`config.mk`:
```
export PLATFORM = sky130hd
export DESIGN_NAME = line_dir_arbiter
export DESIGN_NICKNAME = d
export VERILOG_FILES = /design/src/rtl/line_dir_arbiter.sv
export SDC_FILE = /design/constraint.sdc
export NUM_CORES = 1
export LEC_CHECK = 0
export BUFFER_PORTS_ARGS = -buffer_cell sky130_fd_sc_hd__buf_4
export CORE_UTILIZATION = 25
export CTS_CLUSTER_SIZE = 12
export DETAILED_ROUTE_END_ITERATION = 10
export PLACE_DENSITY_LB_ADDON = 0.1
export SLEW_MARGIN = 10
export SYNTH_ARGS = -nofsm -noshare
export SYNTH_HDL_FRONTEND = slang
export SYNTH_SLANG_ARGS = --single-unit
```
`constraint.sdc`:
```
create_clock -name clk_i -period 2.6 [get_ports clk_i]
set_clock_uncertainty 0.05 [all_clocks]
set_input_delay 0.52 -clock clk_i [delete_from_list [all_inputs] [get_ports clk_i]]
set_output_delay 0.52 -clock clk_i [all_outputs]
set_load 0.01 [all_outputs]
```
`src/rtl/line_dir_arbiter.sv`:
```
// line_dir_arbiter: hands the shared device data line to PHY or Memory, one owner at a time,
// with a registered no-driver turnaround gap. Define ARB_HOLD_TIMEOUT_EN to force release after MAX_HOLD cycles.
module line_dir_arbiter #(
  parameter int TURN_CYCLES = 2,
  parameter int MAX_HOLD    = 64,
  parameter int CNT_W       = 8
) (
  input  logic clk_i,
  input  logic rst_i,
  input  logic phy_req_i,
  input  logic phy_done_i,
  input  logic mem_req_i,
  input  logic mem_done_i,
  output logic phy_gnt_o,
  output logic mem_gnt_o,
  output logic tx_oe,
  output logic mem_oe_o,
  output logic busy_o,
  output logic timeout_o
);

  typedef enum logic [1:0] {IDLE, GNT_PHY, GNT_MEM, TURN} state_t;

  localparam logic [CNT_W-1:0] TURN_LOAD = CNT_W'(TURN_CYCLES);
  localparam logic [CNT_W-1:0] CNT_ONE   = CNT_W'(1);
  // With no turnaround the release edge drops straight back to IDLE.
  localparam state_t           REL_STATE = (TURN_CYCLES == 0) ? IDLE : TURN;
  localparam logic             REL_BUSY  = (TURN_CYCLES != 0);

  if (TURN_CYCLES < 0 || MAX_HOLD < 1 || CNT_W < 1 ||
      TURN_CYCLES >= (1 << CNT_W) || MAX_HOLD > (1 << CNT_W)) begin : g_bad_cfg
    $error("line_dir_arbiter: CNT_W too narrow for TURN_CYCLES/MAX_HOLD");
  end

  state_t           state;
  logic [CNT_W-1:0] turn_cnt;
  logic             last_mem;  // Memory owned the line last, so PHY wins the next tie
  logic             hold_expire;
  logic             phy_release;
  logic             mem_release;
  logic             phy_forced;
  logic             mem_forced;

`ifdef ARB_HOLD_TIMEOUT_EN
  localparam logic [CNT_W-1:0] HOLD_LAST = CNT_W'(MAX_HOLD - 1);
  logic [CNT_W-1:0] hold_cnt;

  // Cleared on every IDLE edge (which includes the granting edge), counts grant cycles.
  always_ff @(posedge clk_i or posedge rst_i) begin
    if (rst_i) begin
      hold_cnt <= '0;
    end else if (state == IDLE) begin
      hold_cnt <= '0;
    end else if ((state == GNT_PHY || state == GNT_MEM) && hold_cnt != '1) begin
      hold_cnt <= hold_cnt + CNT_ONE;
    end
  end

  assign hold_expire = (hold_cnt == HOLD_LAST);
`else
  assign hold_expire = 1'b0;
`endif

  assign phy_release = phy_done_i | ~phy_req_i | hold_expire;
  assign mem_release = mem_done_i | ~mem_req_i | hold_expire;
  assign phy_forced  = hold_expire & phy_req_i & ~phy_done_i;
  assign mem_forced  = hold_expire & mem_req_i & ~mem_done_i;

  // NOTE: sequential state uses non-blocking assignments so every register samples pre-edge values.
  always_ff @(posedge clk_i or posedge rst_i) begin
    if (rst_i) begin
      state     <= IDLE;
      turn_cnt  <= '0;
      last_mem  <= 1'b1;
      phy_gnt_o <= 1'b0;
      mem_gnt_o <= 1'b0;
      busy_o    <= 1'b0;
      timeout_o <= 1'b0;
    end else begin
      timeout_o <= 1'b0;
      case (state)
        IDLE: begin
          if (phy_req_i && (!mem_req_i || last_mem)) begin
            state     <= GNT_PHY;
            phy_gnt_o <= 1'b1;
            busy_o    <= 1'b1;
          end else if (mem_req_i) begin
            state     <= GNT_MEM;
            mem_gnt_o <= 1'b1;
            busy_o    <= 1'b1;
          end
        end
        GNT_PHY: begin
          if (phy_release) begin
            state     <= REL_STATE;
            phy_gnt_o <= 1'b0;
            busy_o    <= REL_BUSY;
            last_mem  <= 1'b0;
            turn_cnt  <= TURN_LOAD;
            timeout_o <= phy_forced;
          end
        end
        GNT_MEM: begin
          if (mem_release) begin
            state     <= REL_STATE;
            mem_gnt_o <= 1'b0;
            busy_o    <= REL_BUSY;
            last_mem  <= 1'b1;
            turn_cnt  <= TURN_LOAD;
            timeout_o <= mem_forced;
          end
        end
        TURN: begin
          if (turn_cnt <= CNT_ONE) begin
            state    <= IDLE;
            busy_o   <= 1'b0;
            turn_cnt <= '0;
          end else begin
            turn_cnt <= turn_cnt - CNT_ONE;
          end
        end
        default: begin
          state     <= IDLE;
          phy_gnt_o <= 1'b0;
          mem_gnt_o <= 1'b0;
          busy_o    <= 1'b0;
        end
      endcase
    end
  end

  assign tx_oe    = phy_gnt_o;
  assign mem_oe_o = mem_gnt_o;

endmodule

```
==> metrics.txt <==
delay-heaviest family, CP simple AND/OR/NAND/NOR gates; cell area after layout 1030 µm²; synthesized flop and latch total 14; area growth from synthesis to layout 19.7%; reg2reg start turn_cnt[2]$_DFFE_PP0P_; Flop pwr share 33.7%; syn_nets 100; clock group share of total power 13.7%; drt pass-1 iters 4; clock buffer depth 2; WL met1 946 µm; RSZ-0062 raised after global routing no; die span in y 60.6 µm; setup TNS 0 ps; Mapped Area 857 µm²; required time worst endpoint 2730 ps; Core Region 3150 µm²; post-layout min period 2140 ps; Max-Cap Viols 0; clock root buffer master clkbuf_4; Setup crit start turn_cnt[2]$_DFFE_PP0P_; Slew HR 62.7%; slowest stage delay, CP 560 ps; Rows 20; CTS resizes 0; slowest CP cell or4_4; clock sink count 14; PnR worst setup slack 455 ps; layout cells sized above 1 22.5%; Critical Path AT 2270 ps; Final Max Slew Viols 0; total track usage 12.0%; post-synthesis cell type count 36; Inserted Diodes 0; total gr overflow 0; Leak 0.475 nW; CTS Buf Count 3; vias in the first global route 704; Avg WL per Cell 13.0 µm; Inst Count DP 142; pre-CTS WS 458 ps; crit path kind flop to flop; CTS tree yes; Remaining DRCs 0; Synth warnings 0; full die area 3670 µm²; post-synthesis cell count 88; postcts setup bufs 0; first-pass GRT wire length 3250 µm; chip width 60.6 µm; Sw Ratio 41.4%; Reg clk slew, reported paths 100 ps; Max IR drop VDD 0.000341 V; DP Wirelength 1390 µm; net switching power 0.496 mW; crit end category flop; Met2 Wirelength 814 µm; Combinational Power Share 52.6%; Post-Place Cell Area 990 µm²; IO Pins 12; final hold violation count 0; post-route ant nets 0; PwrDens 1170 nW/µm²; CTS H-tree lvls 1; Highest Clock Rate 0.466 GHz; syn avg cell area 9.74 µm²; CTS hold repair buffers 0; routability cong. 0.708; crit-path cells or4_4, o41a_1, nor2_2, mux2_1; worst hold path class input pin to async pin; met3 wire len 94 µm; number of vias per cell 4.81; clock latency on the worst-skew pair 290 ps; fin crit share 82.5%; Worst Tran Pin Value 558 ps; final WL 1900 µm; largest net degree at the start of global routing 15; first-iteration detailed-routing DRC count 17; via count 702; outcome complete, no violations; Buf+Inv Stages, Crit Path 0; Top Layer Used met4; initial antenna violation count 0; Buffers on Ports 10; Worst Setup Start Kind flop; final net count 115; P_int 0.703 mW; Non-Filler Instances 146; post-synthesis sequential area ratio 41.0%; endpoints failing setup 0; Register-to-Register Setup Slack 460 ps; Initial Util 27.2%; Crit Path Max Fanout 4
-- synthesized netlist by cell type, drive strengths merged --
cell | number | area, µm²
dfrtp | 13 | 325
inv | 9 | 33.8
nor2 | 8 | 32.5
a21oi | 7 | 35.0
ha | 6 | 75.1
buf | 4 | 27.5
nand3 | 4 | 20.0
mux2i | 3 | 30.0
o21ai | 3 | 15.0
xor2 | 3 | 26.3
mux2 | 2 | 22.5
nand3b | 2 | 15.0
nand4 | 2 | 12.5
nor4 | 2 | 12.5
o22ai | 2 | 12.5
a21o | 1 | 7.51
a31oi | 1 | 6.26
a32o | 1 | 10.0
conb | 1 | 3.75
dfstp | 1 | 26.3
nand2 | 1 | 3.75
nand4b | 1 | 8.76
nor2b | 1 | 6.26
nor3b | 1 | 7.51
nor4b | 1 | 8.76
o21a | 1 | 7.51
o2bb2ai | 1 | 8.76
o311ai | 1 | 8.76
o41a | 1 | 11.3
o41ai | 1 | 8.76
or3 | 1 | 6.26
or4 | 1 | 11.3
or4b | 1 | 10.0
-- sequential cells by signal, summed over array words and instances, names as in the netlist --
name / cells
last_mem: 1
busy_o: 1
phy_gnt_o: 1
mem_gnt_o: 1
turn_cnt: 8
state: 2
-- worst reg2reg max path, stage by stage, from the launching register on --
cell	delay [ps]
dfrtp_1	440
or4_4	560
o41a_1	430
nor2_2	220
mux2_1	340
-- path summary, 6_finish.rpt --
check                      cells past startpoint                      end
setup / recovery                               4     state[1]$_DFFE_PP0P_
hold / removal                                 2  turn_cnt[0]$_DFFE_PP0P_
setup reg to reg                               4     state[1]$_DFFE_PP0P_
hold reg to reg                                2       busy_o$_DFFE_PP0P_
max in group asynchronous                      2     last_mem$_DFFE_PP1P_
min in group clk_i                             2       busy_o$_DFFE_PP0P_
-- cell usage in the layout (no fill, tap or decap), types with 2 or more instances in the layout --
cell type / n
clkbuf_4: 3
o22ai_1: 2
nor4_1: 2
o21ai_0: 3
mux2i_1: 3
nand3b_1: 2
dfrtp_1: 13
buf_4: 14
nand4_1: 2
nand3_1: 4
ha_1: 6
inv_1: 9
a21oi_1: 7
xor2_1: 3
nor2_1: 7
-- per-stage QoR --
stage / hold WS, ps / total power [mW] / util [%]
2_1_floorplan: 359 / 0.855 / -
3_3_place_gp: 467 / 1.05 / 31.4
3_5_place_dp: 463 / 1.04 / 31.4
4_1_cts: 264 / 1.21 / 32.5
5_1_grt: 282 / 1.31 / 32.5
6_report: 222 / 1.20 / 32.5
-- cells by family (layout without fill, tap and decap cells) --
logic type / Yosys count / in the layout / synth area share, %
AO/OA/AOI/OAI: 20 / 20 / 15.3
other: 1 / 1 / 0.438
XOR/XNOR: 3 / 3 / 3.07
adder cells (fa/ha/maj): 6 / 6 / 8.76
multiplexers: 5 / 5 / 6.13
buffers and inverters: 13 / 27 / 7.15
flip-flops: 14 / 14 / 41.0
AND/OR/NAND/NOR: 26 / 26 / 18.1
-- final cells by class --
type | instances | area (µm²)
Clock buffer | 4 | 36.3
Inverter | 9 | 33.8
Tap cell | 44 | 55.1
Multi-Input combinational cell | 61 | 444
Sequential cell | 14 | 352
Fill cell | 344 | 2130
Timing Repair Buffer | 14 | 105
-- routing by layer --
metal | track usage, % | vias to the layer above
li1 | - | 342
met2 | 17.9 | 25
met3 | 3.20 | 6
met1 | 16.4 | 329
met5 | 0 | -
met4 | 5.19 | 0
-- power by group through the flow --
stage / combinational, mW / sequential, mW / clock (mW)
after global routing: 0.712 / 0.416 / 0.179
final: 0.630 / 0.404 / 0.165
after floorplan: 0.460 / 0.395 / 0
after global placement: 0.641 / 0.408 / 0
after CTS: 0.639 / 0.402 / 0.168
after detailed placement: 0.632 / 0.406 / 0
Note: power is estimated with default switching activity, not from simulation.
